**src/rtl/key_conditioner_pkg.sv**
```systemverilog
// Shared types, default 50 MHz timing constants and key index names for the
// push-button conditioning path.
package key_conditioner_pkg;

    localparam int DEF_NUM_KEYS         = 16;
    localparam int DEF_DEBOUNCE_CYC     = 1_000_000;
    localparam int DEF_REPEAT_DELAY_CYC = 25_000_000;
    localparam int DEF_REPEAT_RATE_CYC  = 5_000_000;

    typedef enum logic [1:0] {
        ST_IDLE       = 2'd0,
        ST_DB_PRESS   = 2'd1,
        ST_HELD       = 2'd2,
        ST_DB_RELEASE = 2'd3
    } lane_state_e;

    typedef enum int {
        KEY_START    = 32'd0,
        KEY_RESTART  = 32'd1,
        KEY_MOVE     = 32'd2,
        KEY_B1_UP    = 32'd3,
        KEY_B1_DOWN  = 32'd4,
        KEY_B1_LEFT  = 32'd5,
        KEY_B1_RIGHT = 32'd6,
        KEY_B2_UP    = 32'd7,
        KEY_B2_DOWN  = 32'd8,
        KEY_B2_LEFT  = 32'd9,
        KEY_B2_RIGHT = 32'd10
    } key_idx_e;

    // Counter width that still works for degenerate counts of 0 or 1.
    function automatic int cnt_width(input int n);
        if (n > 1) begin
            return $clog2(n);
        end else begin
            return 1;
        end
    endfunction

endpackage

```
**src/rtl/key_conditioner_lane.sv**
```systemverilog
// One key lane: 2-flop sync, polarity fix, debounce FSM and auto-repeat timer.
module key_conditioner_lane
    import key_conditioner_pkg::*;
#(
    parameter bit ACTIVE_LOW       = 1'b1,
    parameter int DEBOUNCE_CYC     = DEF_DEBOUNCE_CYC,
    parameter int REPEAT_DELAY_CYC = DEF_REPEAT_DELAY_CYC,
    parameter int REPEAT_RATE_CYC  = DEF_REPEAT_RATE_CYC
) (
    input  logic clk,
    input  logic rst_n,
    input  logic pin_i,
    input  logic repeat_en_i,
    output logic level_o,
    output logic press_o,
    output logic release_o,
    output logic repeat_o
);

    localparam int RMAX   = (REPEAT_DELAY_CYC > REPEAT_RATE_CYC) ? REPEAT_DELAY_CYC : REPEAT_RATE_CYC;
    localparam int DCNT_W = cnt_width(DEBOUNCE_CYC);
    localparam int RCNT_W = cnt_width(RMAX);
    localparam logic [DCNT_W-1:0] DCNT_LAST   = DCNT_W'(DEBOUNCE_CYC - 1);
    localparam logic [RCNT_W-1:0] RDELAY_LAST = RCNT_W'(REPEAT_DELAY_CYC - 1);
    localparam logic [RCNT_W-1:0] RRATE_LAST  = RCNT_W'(REPEAT_RATE_CYC - 1);

    logic              sync1_q, sync_q;
    lane_state_e       state_q, state_d;
    logic [DCNT_W-1:0] dcnt_q, dcnt_d;
    logic [RCNT_W-1:0] rcnt_q, rcnt_d;
    logic              first_q, first_d;
    logic              level_q, level_d;
    logic              press_q, press_d;
    logic              release_q, release_d;
    logic              repeat_q, repeat_d;
    logic              db_last_s;
    logic              rpt_last_s;

    assign db_last_s  = (dcnt_q == DCNT_LAST);
    assign rpt_last_s = first_q ? (rcnt_q == RDELAY_LAST) : (rcnt_q == RRATE_LAST);

    // Debounce FSM plus repeat timer; idle/held share logic with their DB states.
    always_comb begin
        state_d   = state_q;
        dcnt_d    = dcnt_q;
        rcnt_d    = rcnt_q;
        first_d   = first_q;
        press_d   = 1'b0;
        release_d = 1'b0;
        repeat_d  = 1'b0;
        case (state_q)
            ST_IDLE, ST_DB_PRESS: begin
                if (!sync_q) begin
                    state_d = ST_IDLE;
                    dcnt_d  = '0;
                end else if (db_last_s) begin
                    state_d = ST_HELD;
                    dcnt_d  = '0;
                    press_d = 1'b1;
                end else begin
                    state_d = ST_DB_PRESS;
                    dcnt_d  = dcnt_q + DCNT_W'(1);
                end
            end
            ST_HELD, ST_DB_RELEASE: begin
                if (sync_q) begin
                    state_d = ST_HELD;
                    dcnt_d  = '0;
                end else if (db_last_s) begin
                    state_d   = ST_IDLE;
                    dcnt_d    = '0;
                    release_d = 1'b1;
                end else begin
                    state_d = ST_DB_RELEASE;
                    dcnt_d  = dcnt_q + DCNT_W'(1);
                end
            end
            default: begin
                state_d = ST_IDLE;
                dcnt_d  = '0;
            end
        endcase

        // The timer only advances in HELD, so it freezes while a release is being qualified.
        if (press_d || !level_q || !repeat_en_i) begin
            rcnt_d  = '0;
            first_d = 1'b1;
        end else if (state_q == ST_HELD) begin
            if (rpt_last_s) begin
                rcnt_d   = '0;
                first_d  = 1'b0;
                repeat_d = 1'b1;
            end else begin
                rcnt_d = rcnt_q + RCNT_W'(1);
            end
        end else begin
            rcnt_d  = rcnt_q;
            first_d = first_q;
        end
    end

    assign level_d = (state_d == ST_HELD) || (state_d == ST_DB_RELEASE);

    // Lane state and registered outputs; sync flops reset to the released value.
    always_ff @(posedge clk or negedge rst_n) begin
        if (!rst_n) begin
            sync1_q   <= 1'b0;
            sync_q    <= 1'b0;
            state_q   <= ST_IDLE;
            dcnt_q    <= '0;
            rcnt_q    <= '0;
            first_q   <= 1'b1;
            level_q   <= 1'b0;
            press_q   <= 1'b0;
            release_q <= 1'b0;
            repeat_q  <= 1'b0;
        end else begin
            sync1_q   <= pin_i ^ ACTIVE_LOW;
            sync_q    <= sync1_q;
            state_q   <= state_d;
            dcnt_q    <= dcnt_d;
            rcnt_q    <= rcnt_d;
            first_q   <= first_d;
            level_q   <= level_d;
            press_q   <= press_d;
            release_q <= release_d;
            repeat_q  <= repeat_d;
        end
    end

    assign level_o   = level_q;
    assign press_o   = press_q;
    assign release_o = release_q;
    assign repeat_o  = repeat_q;

endmodule

```
**src/rtl/key_conditioner.sv**
```systemverilog
// Push-button conditioner top: one independent lane per key, buses sliced here.
module key_conditioner
    import key_conditioner_pkg::*;
#(
    parameter int NUM_KEYS         = DEF_NUM_KEYS,
    parameter bit ACTIVE_LOW       = 1'b1,
    parameter int DEBOUNCE_CYC     = DEF_DEBOUNCE_CYC,
    parameter int REPEAT_DELAY_CYC = DEF_REPEAT_DELAY_CYC,
    parameter int REPEAT_RATE_CYC  = DEF_REPEAT_RATE_CYC
) (
    input  logic                clk,
    input  logic                rst_n,
    input  logic [NUM_KEYS-1:0] key_in,
    input  logic [NUM_KEYS-1:0] repeat_en,
    output logic [NUM_KEYS-1:0] key_level,
    output logic [NUM_KEYS-1:0] key_press,
    output logic [NUM_KEYS-1:0] key_release,
    output logic [NUM_KEYS-1:0] key_repeat
);

    for (genvar i = 0; i < NUM_KEYS; i++) begin : g_lane
        key_conditioner_lane #(
            .ACTIVE_LOW       (ACTIVE_LOW),
            .DEBOUNCE_CYC     (DEBOUNCE_CYC),
            .REPEAT_DELAY_CYC (REPEAT_DELAY_CYC),
            .REPEAT_RATE_CYC  (REPEAT_RATE_CYC)
        ) u_lane (
            .clk         (clk),
            .rst_n       (rst_n),
            .pin_i       (key_in[i]),
            .repeat_en_i (repeat_en[i]),
            .level_o     (key_level[i]),
            .press_o     (key_press[i]),
            .release_o   (key_release[i]),
            .repeat_o    (key_repeat[i])
        );
    end

endmodule

```
**config.mk**
```make
export PLATFORM = sky130hd
export DESIGN_NAME = key_conditioner
export DESIGN_NICKNAME = d
export VERILOG_FILES = /design/src/rtl/key_conditioner_pkg.sv /design/src/rtl/key_conditioner_lane.sv /design/src/rtl/key_conditioner.sv
export SDC_FILE = /design/constraint.sdc
export NUM_CORES = 2
export LEC_CHECK = 0
export CORE_ASPECT_RATIO = 0.6
export CORE_MARGIN = 4
export CORE_UTILIZATION = 35
export DETAILED_ROUTE_END_ITERATION = 6
export PLACE_DENSITY = 0.49
export SETUP_SLACK_MARGIN = 0.3
export SYNTH_ARGS = -nofsm -noshare
export SYNTH_HDL_FRONTEND = slang
export SYNTH_SLANG_ARGS = --single-unit
```
**constraint.sdc**
```tcl
create_clock -name clk -period 2.2 [get_ports clk]
set_input_delay 0.44 -clock clk [delete_from_list [all_inputs] [get_ports clk]]
set_output_delay 0.44 -clock clk [all_outputs]
set_load 0.005 [all_outputs]
```
==> summary by stage <==
Timing
The final worst setup slack is -0.148 ns. The final hold violation count is 0. For the pin with the worst max-slew slack, the measured transition is 0.584 ns.

The headroom to the max-slew limit is 0.609. Setup repair after global routing could not meet its margin everywhere. Adding up every negative setup slack in the final design gives -3.86 ns. Static timing analysis puts the maximum clock frequency at between 0.4 and 0.5 GHz.

Setup violations remaining at the end of the flow were counted as 50. The number of max-slew violations in the final report came to 0. The maximum clock skew at final layout is about 0.021 ns. The share of the clock period used by the worst path after layout is 1.07.

The smallest clock period supported by the final layout is computed as 2.35 ns.

Drt
After the first detailed-routing iteration, the DRC count stood at 2081. The ratio of routed vias to standard cells is between 4 and 5. The first TritonRoute pass finished after 5 iterations. The total wirelength of the detailed-routed design is 95.0 mm.

In this run the remaining antenna-violating nets after routing total 0. After detailed routing, the number of remaining DRC violations is 0. After detailed routing, the average wire length per cell comes to 15.1 um. The total via count in the routed design is roughly 31000.

Layout
The library cell used most frequently in the layout, excluding fill and tap cells, is sky130_fd_sc_hd__dfrtp_1. The area added between synthesis and finish is 26.4%. The number of nets in the finished design is 4688. The fraction of layout cells with a size suffix above 1 is 0.193. The top cell types in the final layout, fill and taps aside, are sky130_fd_sc_hd__dfrtp_1, sky130_fd_sc_hd__nor2_1, sky130_fd_sc_hd__xor2_1, sky130_fd_sc_hd__nand2_1, sky130_fd_sc_hd__nand3_1. The register with the most flip-flops in the layout has 400 of them.

The largest registers in the layout are g_lane.u_lane.rcnt_q (400), g_lane.u_lane.dcnt_q (320). The count of non-filler cells in the finished layout is 6280. The most flop-heavy register is g_lane.u_lane.rcnt_q.

Run status
The flow ran to the end, but the final reports show violations. The final reports fail on setup timing.

Yosys
The flip-flop and latch count after synthesis is 848. The arithmetic-cell share of the synthesized area counting full adders, half adders and majority gates is 0.00974. Counting every net in the synthesized netlist gives 4289. The mux cell area share after synthesis is 0.00545.

Dividing the synthesized area by the synthesized cell count gives 9.73 um^2. The complex-gate fraction of the synthesized area was 0.0236. The fraction of the mapped netlist area in simple logic gates is 0.281. Of the total synthesized cell area, the portion taken by XOR and XNOR cells is 0.135. The leading register cell type out of synthesis is sky130_fd_sc_hd__dfrtp_1.

By area, the combinational part of the netlist is dominated by simple AND/OR/NAND/NOR gates. The portion of the post-synthesis area used by sequential elements is 0.517. Counting every instance in the synthesized netlist gives 4223. The Yosys step of the flow raised 0 warnings.

The number of distinct library cell variants in the gate-level netlist after synthesis is 65. The count of flip-flops with a built-in enable after synthesis is 0. In this run the cell area of the synthesized design comes to between 40000 and 50000 um^2.

The share of synthesized registers carrying an async set or reset is 1.00.

GRT
The number of global-route vias before repair is 29400. The total routing usage reported by global routing is 0.153. The largest net degree at the start of global routing is 89.

The initial antenna violation count was 2. The first global-routing pass estimated 159 mm of wire. The remaining global-route overflow is 0.

Die
The die covers 123000 um^2. In this run the count of I/O pins placed on the die edge is between 90 and 100. The initial core utilization is 0.352. The floorplan step defined a core boundary enclosing 117000 um^2. The floorplan has 97 rows. The vertical die dimension is ~270 um. The die width is 450 um.

Power
For this design the static power due to leakage is 21.0 nW. Across the VDD grid, the largest voltage drop is approximately 0.00055 V. In this run the power density over the cells is around 630 nW/um^2.

Place
Once placement completed, the tool counted placed cells totaling 5989. The detailed placement HPWL is around 62 mm. Input and output buffers added on the ports amount to 97. At the end of routability-driven placement, the weighted congestion stood at just over 0.8.

Setup path
For the worst setup path, the data required time is 2.74 ns. STA classifies the critical path startpoint as a flop. Of all nets on the critical path, the largest fanout is 5. The setup path with the least slack is of type flop to flop. The data arrival time at the worst-slack endpoint is 2.89 ns. The setup check on the worst reg-to-reg path leaves a slack of -0.15 ns. STA classifies the critical path endpoint as a flop.

Clock tree
The sink count of the clock tree is ~850. The cell sitting at the root of the clock tree is a sky130_fd_sc_hd__clkbuf_16. The CTS tree is done. At the later pin of the worst-skew pair, clock insertion delay measures 0.67 ns. The clock tree synthesis step divided the H-tree into 3 levels.

No sink is reached through more buffers than the 3 on the longest clock path. The total clock buffers created by CTS is 90. The clock slew at the register clock pins of the worst setup and hold paths is 0.06 ns.

Job
The number of maximum-capacitance violations is 0.

Min path
In this run the worst hold path is classified as primary input to flop.
worst max-delay path, stage by stage (launching register included):
cell	delay, ns
sky130_fd_sc_hd__dfstp_2	0.36
sky130_fd_sc_hd__or4_1	0.51
sky130_fd_sc_hd__or4b_4	0.51
sky130_fd_sc_hd__a2111oi_4	0.33
sky130_fd_sc_hd__buf_6	0.17
sky130_fd_sc_hd__a21o_4	0.17
sky130_fd_sc_hd__clkbuf_16	0.15
sky130_fd_sc_hd__nor2_1	0.03
report_power, final:
group	switching (mW)	internal, mW	leakage (nW)	total (mW)
Combinational	0.535	0.291	7.88	0.826
Sequential	0.127	15.7	11.6	15.8
Clock	6.50	9.69	1.56	16.2
synth_stat cells (33+ instances only):
master                     instances  area, um^2
sky130_fd_sc_hd__and3_1          118         738
sky130_fd_sc_hd__and4_1           43         377
sky130_fd_sc_hd__buf_4            64         480
sky130_fd_sc_hd__clkbuf_1         99         372
sky130_fd_sc_hd__dfrtp_1         832       20800
sky130_fd_sc_hd__inv_1            73         274
sky130_fd_sc_hd__nand2_1         339        1270
sky130_fd_sc_hd__nand3_1         306        1530
sky130_fd_sc_hd__nand4_1         235        1470
sky130_fd_sc_hd__nor2_1          815        3060
sky130_fd_sc_hd__nor3_1          113         566
sky130_fd_sc_hd__nor3b_1          44         330
sky130_fd_sc_hd__nor4_1          104         651
sky130_fd_sc_hd__nor4b_1          33         289
sky130_fd_sc_hd__xnor2_1         241        2110
sky130_fd_sc_hd__xor2_1          391        3420
kinds of logic (layout without fill, tap and decap cells):
family / Yosys count / after routing
AND/OR/NAND/NOR: 2316 / 2316
other: 0 / 1
flip-flops: 848 / 848
AO/OA/AOI/OAI: 132 / 132
multiplexers: 20 / 20
buffers and inverters: 243 / 715
adder cells (fa/ha/maj): 32 / 32
XOR/XNOR: 632 / 632
layer usage:
layer  up-vias  wire length, um  GRT usage
li1      15400                -          -
met4         0             1710     0.0343
met1     14900            53700      0.259
met5         -                0          0
met3       107             3530     0.0257
met2       412            36100      0.195
worst paths after layout:
check,from,endpoint,cells past startpoint
worst min register to register,g_lane[3].u_lane.sync1_q,g_lane[3].u_lane.sync_q,0
worst max register to register,g_lane[11].u_lane.first_q,g_lane[11].u_lane.rcnt_q[13],7
worst min-delay path,key_in[13],g_lane[13].u_lane.sync1_q,2
worst max-delay path,g_lane[11].u_lane.first_q,g_lane[11].u_lane.rcnt_q[13],7
max in group asynchronous,rst_n,g_lane[4].u_lane.first_q,4
min in group asynchronous,rst_n,g_lane[9].u_lane.rcnt_q[10],2
stage by stage:
stage | instance area [um^2] | setup WS [ns] | total power [mW] | utilization | hold WS [ns]
2_1_floorplan | 41400 | -0.202 | 16.3 | - | 0.144
3_3_place_gp | 45600 | -0.226 | 16.9 | 0.391 | 0.332
3_5_place_dp | 45600 | -0.240 | 16.9 | 0.391 | 0.335
4_1_cts | 50500 | -0.131 | 33.6 | 0.433 | 0.169
5_1_grt | 51900 | -0.197 | 34.4 | 0.445 | 0.194
6_report | 51900 | -0.148 | 32.9 | 0.445 | 0.247
what timing repair did:
action,CTS,global route
endpoints found under the hold margin,72,0
pin swaps,75,103
gates resized for setup,271,288
buffers inserted,70,24
setup endpoints to repair,541,741
cloned,24,6
hold buffers,1,0
area by class of cell:
cell class                      instances  area [um^2]
Antenna cell                            1         2.50
Clock buffer                          126         2610
Clock inverter                         39          526
Fill cell                           11100        64700
Inverter                               73          274
Multi-Input combinational cell       3132        20400
Sequential cell                       848        21300
Tap cell                             1584         1980
Timing Repair Buffer                  477         4850
Power figures use the tool's default switching activity.
